$ cat config.mk
export PLATFORM = sky130hd
export DESIGN_NAME = seq_divider
export DESIGN_NICKNAME = d
export VERILOG_FILES = /design/src/rtl/arith_pkg.sv /design/src/rtl/seq_divider_div_step.sv /design/src/rtl/seq_divider.sv
export SDC_FILE = /design/constraint.sdc
export NUM_CORES = 1
export LEC_CHECK = 0
export BUFFER_PORTS_ARGS = -buffer_cell sky130_fd_sc_hd__buf_2
export CORE_MARGIN = 5
export CORE_UTILIZATION = 47
export CTS_CLUSTER_SIZE = 20
export DETAILED_ROUTE_END_ITERATION = 16
export PLACE_DENSITY_LB_ADDON = 0.3
export SKIP_LAST_GASP = 1
export SLEW_MARGIN = 10
export SYNTH_ARGS = -nofsm -noshare
export SYNTH_HDL_FRONTEND = slang
export SYNTH_HIERARCHICAL = 1
export SYNTH_SLANG_ARGS = --single-unit
$ cat constraint.sdc
create_clock -name clk -period 7.35 [get_ports clk]
set_input_delay 1.1025 -clock clk [delete_from_list [all_inputs] [get_ports clk]]
set_output_delay 1.1025 -clock clk [all_outputs]
set_load 0.01 [all_outputs]
$ cat src/rtl/arith_pkg.sv
// arith_pkg: shared arithmetic-unit constants and divider FSM encoding
package arith_pkg;
  localparam int DEF_PROC_SIZE = 16;
  typedef enum logic [1:0] {IDLE = 2'd0, CALC = 2'd1, FIN = 2'd2} state_t;
endpackage

$ cat src/rtl/seq_divider_div_step.sv
// div_step: one restoring-division step producing the next partial remainder and quotient bit
module div_step #(
  parameter int W = 16
) (
  input  logic [W-1:0] r,
  input  logic         q_msb,
  input  logic [W-1:0] divisor,
  output logic [W-1:0] r_next,
  output logic         q_bit
);
  logic [W:0] r_sh;
  logic [W:0] t;
  // r_sh keeps the bit shifted out of r, so t[W] is the borrow
  assign r_sh   = {r, q_msb};
  assign t      = r_sh - {1'b0, divisor};
  assign q_bit  = ~t[W];
  assign r_next = t[W] ? r_sh[W-1:0] : t[W-1:0];
endmodule

$ cat src/rtl/seq_divider.sv
// seq_divider: unsigned multi-cycle restoring divider with start/busy/done handshake
module seq_divider
  import arith_pkg::*;
#(
  parameter int PROC_SIZE = DEF_PROC_SIZE
) (
  input  logic                 clk,
  input  logic                 rst_n,
  input  logic                 start,
  input  logic [PROC_SIZE-1:0] dividend,
  input  logic [PROC_SIZE-1:0] divisor,
  output logic                 busy,
  output logic                 done,
  output logic [PROC_SIZE-1:0] quotient,
  output logic [PROC_SIZE-1:0] remainder,
  output logic                 div_by_zero
);
  localparam int CW = $clog2(PROC_SIZE) + 1;
  state_t state, state_nxt;
  logic [CW-1:0] cnt;
  logic [PROC_SIZE-1:0] r, q, dvs, r_nxt;
  logic q_bit, last, zero;
  div_step #(.W(PROC_SIZE)) u_step (
    .r(r),
    .q_msb(q[PROC_SIZE-1]),
    .divisor(dvs),
    .r_next(r_nxt),
    .q_bit(q_bit)
  );
  assign last = cnt == CW'(PROC_SIZE - 1);
  assign zero = divisor == '0;
  assign busy = state != IDLE;
  assign done = state == FIN;
  always_comb begin
    state_nxt = state;
    state_nxt = state == IDLE ? (start ? (zero ? FIN : CALC) : IDLE) :
                state == CALC ? (last ? FIN : CALC) : IDLE;
  end
  always_ff @(posedge clk or negedge rst_n)
    if (!rst_n) state <= IDLE;
    else state <= state_nxt;
  always_ff @(posedge clk or negedge rst_n) begin
    if (!rst_n) begin
      cnt         <= '0;
      r           <= '0;
      q           <= '0;
      dvs         <= '0;
      quotient    <= '0;
      remainder   <= '0;
      div_by_zero <= 1'b0;
    end else if (state == IDLE && start) begin
      cnt         <= '0;
      r           <= '0;
      q           <= dividend;
      dvs         <= divisor;
      div_by_zero <= zero;
      if (zero) begin
        quotient  <= '1;
        remainder <= dividend;
      end
    end else if (state == CALC) begin
      cnt <= cnt + 1'b1;
      r   <= r_nxt;
      q   <= {q[PROC_SIZE-2:0], q_bit};
      if (last) begin
        quotient  <= {q[PROC_SIZE-2:0], q_bit};
        remainder <= r_nxt;
      end
    end
  end
endmodule

==> results of run 1 <==
power groups by stage:
stage	sequential, mW	clock, mW	combinational [mW]
after floorplan	0.888	0	1.27
after global placement	0.889	0	1.63
after detailed placement	0.896	0	1.67
after CTS	0.886	0.367	1.67
after global routing	0.919	0.390	1.87
final	0.887	0.359	1.68
flip-flops by register name (all words and copies together) (netlist names):
| register | flops |
|---|---|
| remainder | 16 |
| quotient | 16 |
| r | 16 |
| div_by_zero | 1 |
| q | 16 |
| cnt | 5 |
| state | 2 |
| dvs | 16 |
Yosys cell counts, drive strengths merged (2+ instances only):
cell type / number / area share [%]
a211oi: 3 / 0.49
a21boi: 2 / 0.57
a21o: 4 / 0.65
a21oi: 9 / 0.98
a221o: 16 / 3.5
a22oi: 16 / 2.6
and3: 18 / 2.4
and4: 2 / 0.43
buf: 13 / 1.9
clkbuf: 9 / 0.73
dfrtp: 88 / 48
ha: 18 / 4.9
inv: 22 / 1.8
mux2: 14 / 4.0
mux2i: 2 / 0.43
nand2: 123 / 10
nand2b: 4 / 0.54
nand3: 7 / 0.76
nand4: 2 / 0.27
nor2: 11 / 0.95
nor2b: 4 / 0.54
nor4: 4 / 1.1
o211a: 2 / 0.43
o21a: 2 / 0.33
o21ai: 30 / 3.3
o21bai: 2 / 0.33
o22a: 16 / 3.0
xnor2: 8 / 1.7
xor2: 5 / 0.95
cell type report:
| class | instances | area, um2 | share of cell area [%] |
|---|---|---|---|
| multi-input cells | 335 | 2230 | 42.2 |
| flip-flops and latches | 88 | 2200 | 41.7 |
| repair buffers | 74 | 385 | 7.31 |
| well taps | 133 | 166 | 3.15 |
| clock buffers | 10 | 138 | 2.61 |
| inverters | 22 | 82.6 | 1.57 |
| clock inverters | 6 | 73.8 | 1.40 |
logic make-up (layout without fill, tap and decap cells):
family / count (synthesis) / after routing / synth area share, %
AOI/OAI and AO/OA: 110 / 110 / 17.8
muxes: 16 / 16 / 4.42
DFF: 88 / 88 / 47.8
adders and majority gates: 19 / 19 / 5.32
buffers and inverters: 44 / 112 / 4.45
and+or+nand+nor: 177 / 177 / 17.6
xor gates and xnor gates: 13 / 13 / 2.63
metrics by stage:
step                      power (mW)  hold slack (ns)  area (um2)
after floorplan                 2.16            0.446        4610
after global placement          2.52            0.465        5050
after detailed placement        2.56            0.464        5050
after CTS                       2.93            0.486        5260
after global routing            3.18            0.510        5280
final                           2.93            0.479        5280
routing by layer:
layer / up-vias / GRT usage, %
met2: 90 / 33.2
met5: - / 0
met3: 16 / 2.96
met4: 0 / 7.30
li1: 1776 / -
met1: 1796 / 26.2
how the worst max path moves through the flow:
stage	from	end	slack (ns)	cells after the start
floorplan	q[15]	remainder[14]	4.09	13
global placement	dvs[0]	remainder[15]	3.57	11
detailed placement	dvs[0]	remainder[15]	3.42	11
CTS	dvs[0]	remainder[15]	3.40	11
global route	dvs[0]	remainder[15]	3.52	11
finish	dvs[0]	remainder[15]	3.67	11
cell usage in the layout (no fill, tap or decap), types with 16 or more instances in the layout:
| master | count |
|---|---|
| sky130_fd_sc_hd__nand2_1 | 122 |
| sky130_fd_sc_hd__dfrtp_1 | 88 |
| sky130_fd_sc_hd__buf_2 | 68 |
| sky130_fd_sc_hd__o21ai_0 | 30 |
| sky130_fd_sc_hd__inv_1 | 21 |
| sky130_fd_sc_hd__and3_1 | 18 |
| sky130_fd_sc_hd__ha_1 | 18 |
| sky130_fd_sc_hd__o22a_1 | 16 |
| sky130_fd_sc_hd__a22oi_1 | 16 |
| sky130_fd_sc_hd__a221o_1 | 16 |
worst register-to-register path: stages (launching register included):
cell,delay [ns]
sky130_fd_sc_hd__dfrtp_1,0.39
sky130_fd_sc_hd__ha_1,0.24
sky130_fd_sc_hd__fa_1,0.42
sky130_fd_sc_hd__nor2b_1,0.17
sky130_fd_sc_hd__o31a_1,0.18
sky130_fd_sc_hd__o41a_1,0.23
sky130_fd_sc_hd__and4_4,0.26
sky130_fd_sc_hd__a311oi_2,0.16
sky130_fd_sc_hd__xnor2_4,0.65
sky130_fd_sc_hd__mux2_2,0.43
sky130_fd_sc_hd__and3_1,0.18
sky130_fd_sc_hd__a221o_1,0.26
==> results.yml, run 1 <==
outcome:
  outcome: "finished clean"
finish:
  n_antenna_cell: 0
  nets: 584
  post_route_cells_drive_above_1_share_pct: 22.1
  finalNonFillerCells: 668
  syn2layout_area_growth_pct: 14.4
  layout.core_utilization_pct: 54.5
  fillers: 879
route:
  final_antenna_net_count: 0
  finalWirelength_um: 11200
  met3WireLength_um: 505
  detail_route.first_pass.iterations: 5
  route.detailed.vias_per_inst: 5.51
  met2WireLength_um: 5720
  route.detailed.drc: 0
  drt_iter0_drc: 205
  route.layer.met1.wl_um: 4810
  avgRoutedWirePerCell_um: 16.8
  top_layer: "met4"
  routed-via-count: 3678
placed_design:
  placed_cells: 652
  pre_cts_ws_ns: 3.42
  gp_congestion: 0.867
  hpwlAfterDp_um: 8100
  place.port_buffers: 69
global_routing:
  grt_overflow: 0
  number_of_antenna_violations_at_the_first_check_in_global_routing: 0
  grt_pass1_wl_um: 18200
  first_global_vias: 3615
  grt_usage_pct: 19.9
  grt_start_max_net_pins: 65
power:
  p_sw_share_pct: 42.2
  combinationalPowerShare_pct: 57.5
  power-per-cell-area_nw_per_um2: 555
  seq_power_share_pct: 30.3
  power.switching_mw: 1.24
  leakage_power_nw: 2.71
  cell_internal_pwr_mw: 1.69
  vdd_drop_max_mv: 0.250
  p_clk_share_pct: 12.2
flow_run:
  max-cap-violations: 0
clocking:
  cts_made_buffers: 9
  cts_resized: 0
  insertion_delay_ns: 0.37
  max-clock-path-buffers: 2
  cts_tree: "built"
  cts_post_setup_buffers_inserted: 0
  clock_tree.htree_level_count: 3
  cts_hold_buffers: 0
  clock-sinks: 88
  cts.clk_slew.worst_paths_ns: 0.09
  clock-root-buffer: "sky130_fd_sc_hd__clkbuf_8"
sta:
  post-route-min-period_ns: 3.68
  timing_worst_slew_pin_value_ns: 1.03
  max_transition_viols_final: 0
  postLayoutSetupSlackWorst_ns: 3.67
  final_min_period_over_clock_period_pct: 50.1
  finalClockSkew_ns: 0.0142
  hold_viol_final: 0
  grt_setup_unrepaired: "false"
  report.final.setup_viol: 0
  timing.setup.tns_ns: 0
  max-slew-margin-rel_pct: 31.0
  max_freq_mhz: 272
synth:
  postSynth.topFlopCell: "sky130_fd_sc_hd__dfrtp_1"
  synth.lib_cells_used.distinct: 49
  synth.avg_cell_area_um2: 9.87
  post_synthesis_net_count: 521
  ys_warns: 6
  synth.cell_area_um2: 4610
  async_reset_ff_share_pct: 100
  synthCells: 467
  synth_sequential_area_ratio_pct: 47.8
  synth_seq_cells: 88
  synth_edf_count: 0
setup_path:
  worst_setup_path_start_kind: "flip-flop"
  critical_path_peak_fanout: 18
  crit_buf_inv: 0
  worst-r2r-cell-count: 11
  worst-setup-path-type: "flip-flop to flip-flop"
  crit_end_category: "flip-flop"
  crit_path_max_incr_delay_ns: 0.65
  worst_path_max_delay_cell: "sky130_fd_sc_hd__xnor2_4"
  critPathArrivalTime_ns: 3.94
  cp.required_ns: 7.60
  origin_of_the_critical_flop_to_flop_path: "dvs[0]"
  regToRegEndpoint: "remainder[15]"
  cp_top_family: "compound AO/OA/AOI/OAI gates"
  worstPathCellList: "ha_1, fa_1, nor2b_1, o31a_1, o41a_1, and4_4, a311oi_2, xnor2_4, mux2_2, and3_1, a221o_1"
  r2r_setup_slack_ns: 3.67
die:
  dieWidth_um: 109
  die_height_um: 109
  die-area_um2: 11900
  core.rowCount: 36
  ios: 70
  start_util_pct: 47.6
  core_area_um2: 9680
min_path:
  worst_hold_path_type: "flip-flop to flip-flop"
  worstHoldPathCells: 2
  min_to: "dvs[9]"
  timing.hold.worst.start: "dvs[9]"
No activity file was read; power rests on OpenSTA's default activity.
==> run 2: changes to the inputs <==
--- a/config.mk
+++ b/config.mk
@@ -5,6 +5,7 @@
 export SDC_FILE = /design/constraint.sdc
 export NUM_CORES = 1
 export LEC_CHECK = 0
+export ABC_AREA = 1
 export BUFFER_PORTS_ARGS = -buffer_cell sky130_fd_sc_hd__buf_2
 export CORE_MARGIN = 5
 export CORE_UTILIZATION = 47
==> constraint.sdc (replaced) <==
create_clock -name clk -period 3.1 [get_ports clk]
set_input_delay 0.465 -clock clk [delete_from_list [all_inputs] [get_ports clk]]
set_output_delay 0.465 -clock clk [all_outputs]
set_load 0.01 [all_outputs]
==> results.yml, run 2 <==
route:
  final_antenna_net_count: 0
  route.detailed.vias_per_inst: 5.03
  avgRoutedWirePerCell_um: 14.1
  route.detailed.drc: 0
  routed-via-count: 4617
  finalWirelength_um: 13000
  drt_iter0_drc: 388
  detail_route.first_pass.iterations: 5
setup_path:
  crit_end_category: "flip-flop"
  cp.required_ns: 3.40
  worstPathCellList: "ha_1, fa_1, inv_1, nand2_1, nand2_1, nand3_1, nand2_2, nand2_4, nand2_2, nand2_4, nand2_8, nand2_2, nand2_1, inv_1, o21ai_0, nand2_1, nand2_1"
  crit_path_max_incr_delay_ns: 0.40
  worst-r2r-cell-count: 17
  critPathArrivalTime_ns: 2.84
  worst_path_max_delay_cell: "sky130_fd_sc_hd__fa_1"
  critical_path_peak_fanout: 17
  most_repeated_library_cell_on_the_critical_path: "sky130_fd_sc_hd__nand2_1"
  worst-setup-path-type: "flip-flop to flip-flop"
  worst_setup_path_start_kind: "flip-flop"
clocking:
  clock-root-buffer: "sky130_fd_sc_hd__clkbuf_8"
  cts_resized: 0
  max-clock-path-buffers: 2
  clock-sinks: 88
  cts_post_setup_buffers_inserted: 0
  cts.clk_slew.worst_paths_ns: 0.08
  cts_tree: "built"
  clock_tree.htree_level_count: 3
  insertion_delay_ns: 0.37
  cts_made_buffers: 9
  cts_hold_buffers: 0
sta:
  timing.setup.tns_ns: 0
  final_min_period_over_clock_period_pct: 81.9
  finalClockSkew_ns: 0.0100
  worst_hold_slack_ns: 0.125
  post-route-min-period_ns: 2.54
  hold_viol_final: 0
  max_transition_viols_final: 0
  max_freq_mhz: 394
  grt_setup_unrepaired: "false"
  max-slew-margin-rel_pct: 45.4
  report.final.setup_viol: 0
  timing_worst_slew_pin_value_ns: 0.819
flow_run:
  max-cap-violations: 0
synth:
  synthTopCellsByCount: "sky130_fd_sc_hd__nand2_1 (283), sky130_fd_sc_hd__inv_1 (98), sky130_fd_sc_hd__dfrtp_1 (88)"
  postSynth.topFlopCell: "sky130_fd_sc_hd__dfrtp_1"
  synth_sequential_area_ratio_pct: 42.2
  synth.cell_area_um2: 5220
  synthCells: 715
  area_leader_netlist: "sky130_fd_sc_hd__dfrtp_1"
  synth.avg_cell_area_um2: 7.30
  netlist.area_leader.share_pct: 42.2
  post_synthesis_net_count: 769
  post-synth-top-count-cell: "sky130_fd_sc_hd__nand2_1"
  ys_warns: 6
  synth_seq_cells: 88
  async_reset_ff_share_pct: 100
  synth_area_leaders: "sky130_fd_sc_hd__dfrtp_1 (42%), sky130_fd_sc_hd__nand2_1 (20%), sky130_fd_sc_hd__inv_1 (7.1%)"
  synth_edf_count: 0
  synth.lib_cells_used.distinct: 35
die:
  core.rowCount: 38
  core_area_um2: 10800
  die-area_um2: 13300
  dieWidth_um: 115
  start_util_pct: 48.1
  die_height_um: 115
  ios: 70
placed_design:
  place_area_um2: 5610
  gp_congestion: 0.867
  hpwlAfterDp_um: 9420
  placed_cells: 902
  place.port_buffers: 69
power:
  vdd_drop_max_mv: 0.643
  power-per-cell-area_nw_per_um2: 1310
  leakage_power_nw: 3.26
global_routing:
  first_global_vias: 4538
  grt_pass1_wl_um: 21600
  grt_overflow: 0
  grt_start_max_net_pins: 89
  number_of_antenna_violations_at_the_first_check_in_global_routing: 0
  grt_usage_pct: 20.4
min_path:
  worst_hold_path_type: "input pin to async pin"
finish:
  syn2layout_area_growth_pct: 11.0
  layout_common_cells: "sky130_fd_sc_hd__nand2_1 (283), sky130_fd_sc_hd__inv_1 (98), sky130_fd_sc_hd__dfrtp_1 (88), sky130_fd_sc_hd__buf_2 (68), sky130_fd_sc_hd__nand3_1 (61)"
  post_route_cells_drive_above_1_share_pct: 15.6
  nets: 827
  final_design_area_no_fill_um2: 5790
  leading_cell_type_in_the_layout_fill_and_taps_excluded: "sky130_fd_sc_hd__nand2_1"
  finalNonFillerCells: 917
  layout.core_utilization_pct: 53.4
  n_antenna_cell: 0
outcome:
  outcome: "finished clean"
==> run 2: power breakdown <==
part	internal, mW	switching (mW)	leakage, nW
Clock	0.370	0.404	0.0904
Sequential	1.73	0.353	1.07
Combinational	1.70	3.03	2.10
Total	3.80	3.79	3.26
==> run 2: cell type report <==
class                      instances  area (um2)
timing repair buffer              72         374
multi-input combinational        497        2460
clock buffer                      12         135
tap                              140         175
clock inverter                     3        43.8
fill                            1053        5050
sequential                        88        2200
inverter                         105         394
==> run 2: through the flow <==
| step | setup WS, ns | total power, mW |
|---|---|---|
| 2_1_floorplan | 0.882 | 5.73 |
| 3_3_place_gp | 0.657 | 6.71 |
| 3_5_place_dp | 0.596 | 6.81 |
| 4_1_cts | 0.562 | 7.62 |
| 5_1_grt | 0.282 | 8.39 |
| 6_report | 0.561 | 7.58 |
==> run 2: cell families after synthesis <==
group | count (synthesis) | share of synthesized area [%]
AOI/OAI and AO/OA | 63 | 7.34
xor gates and xnor gates | 7 | 1.18
adders and majority gates | 19 | 4.70
buffers and inverters | 130 | 10.6
DFF | 88 | 42.2
and+or+nand+nor | 408 | 34.0
==> run 2: per-layer routing <==
| metal | part of all wire (%) | vias up | GRT usage [%] |
|---|---|---|---|
| met5 | 0 | - | 0 |
| met4 | 1.1 | 0 | 4.77 |
| met3 | 5.9 | 11 | 4.84 |
| met2 | 47 | 126 | 33.1 |
| met1 | 46 | 2136 | 27.9 |
| li1 | - | 2344 | - |
==> run 2: worst paths after layout <==
path	from	to	slack, ns
min reg2reg	dvs[4]	dvs[4]	0.49
max reg2reg	dvs[0]	remainder[9]	0.56
max	dvs[0]	remainder[9]	0.56
min in group clk	divisor[6]	dvs[6]	0.30
min	rst_n	dvs[3]	0.12
max in group asynchronous	rst_n	dvs[7]	2.38
==> run 2: critical path: cells and delay by family (launching register included) <==
kind / cells / cell delay [ns]
and+or+nand+nor: 12 / 1.09
adders and majority gates: 2 / 0.62
DFF: 1 / 0.39
buffers and inverters: 2 / 0.18
AOI/OAI and AO/OA: 1 / 0.17
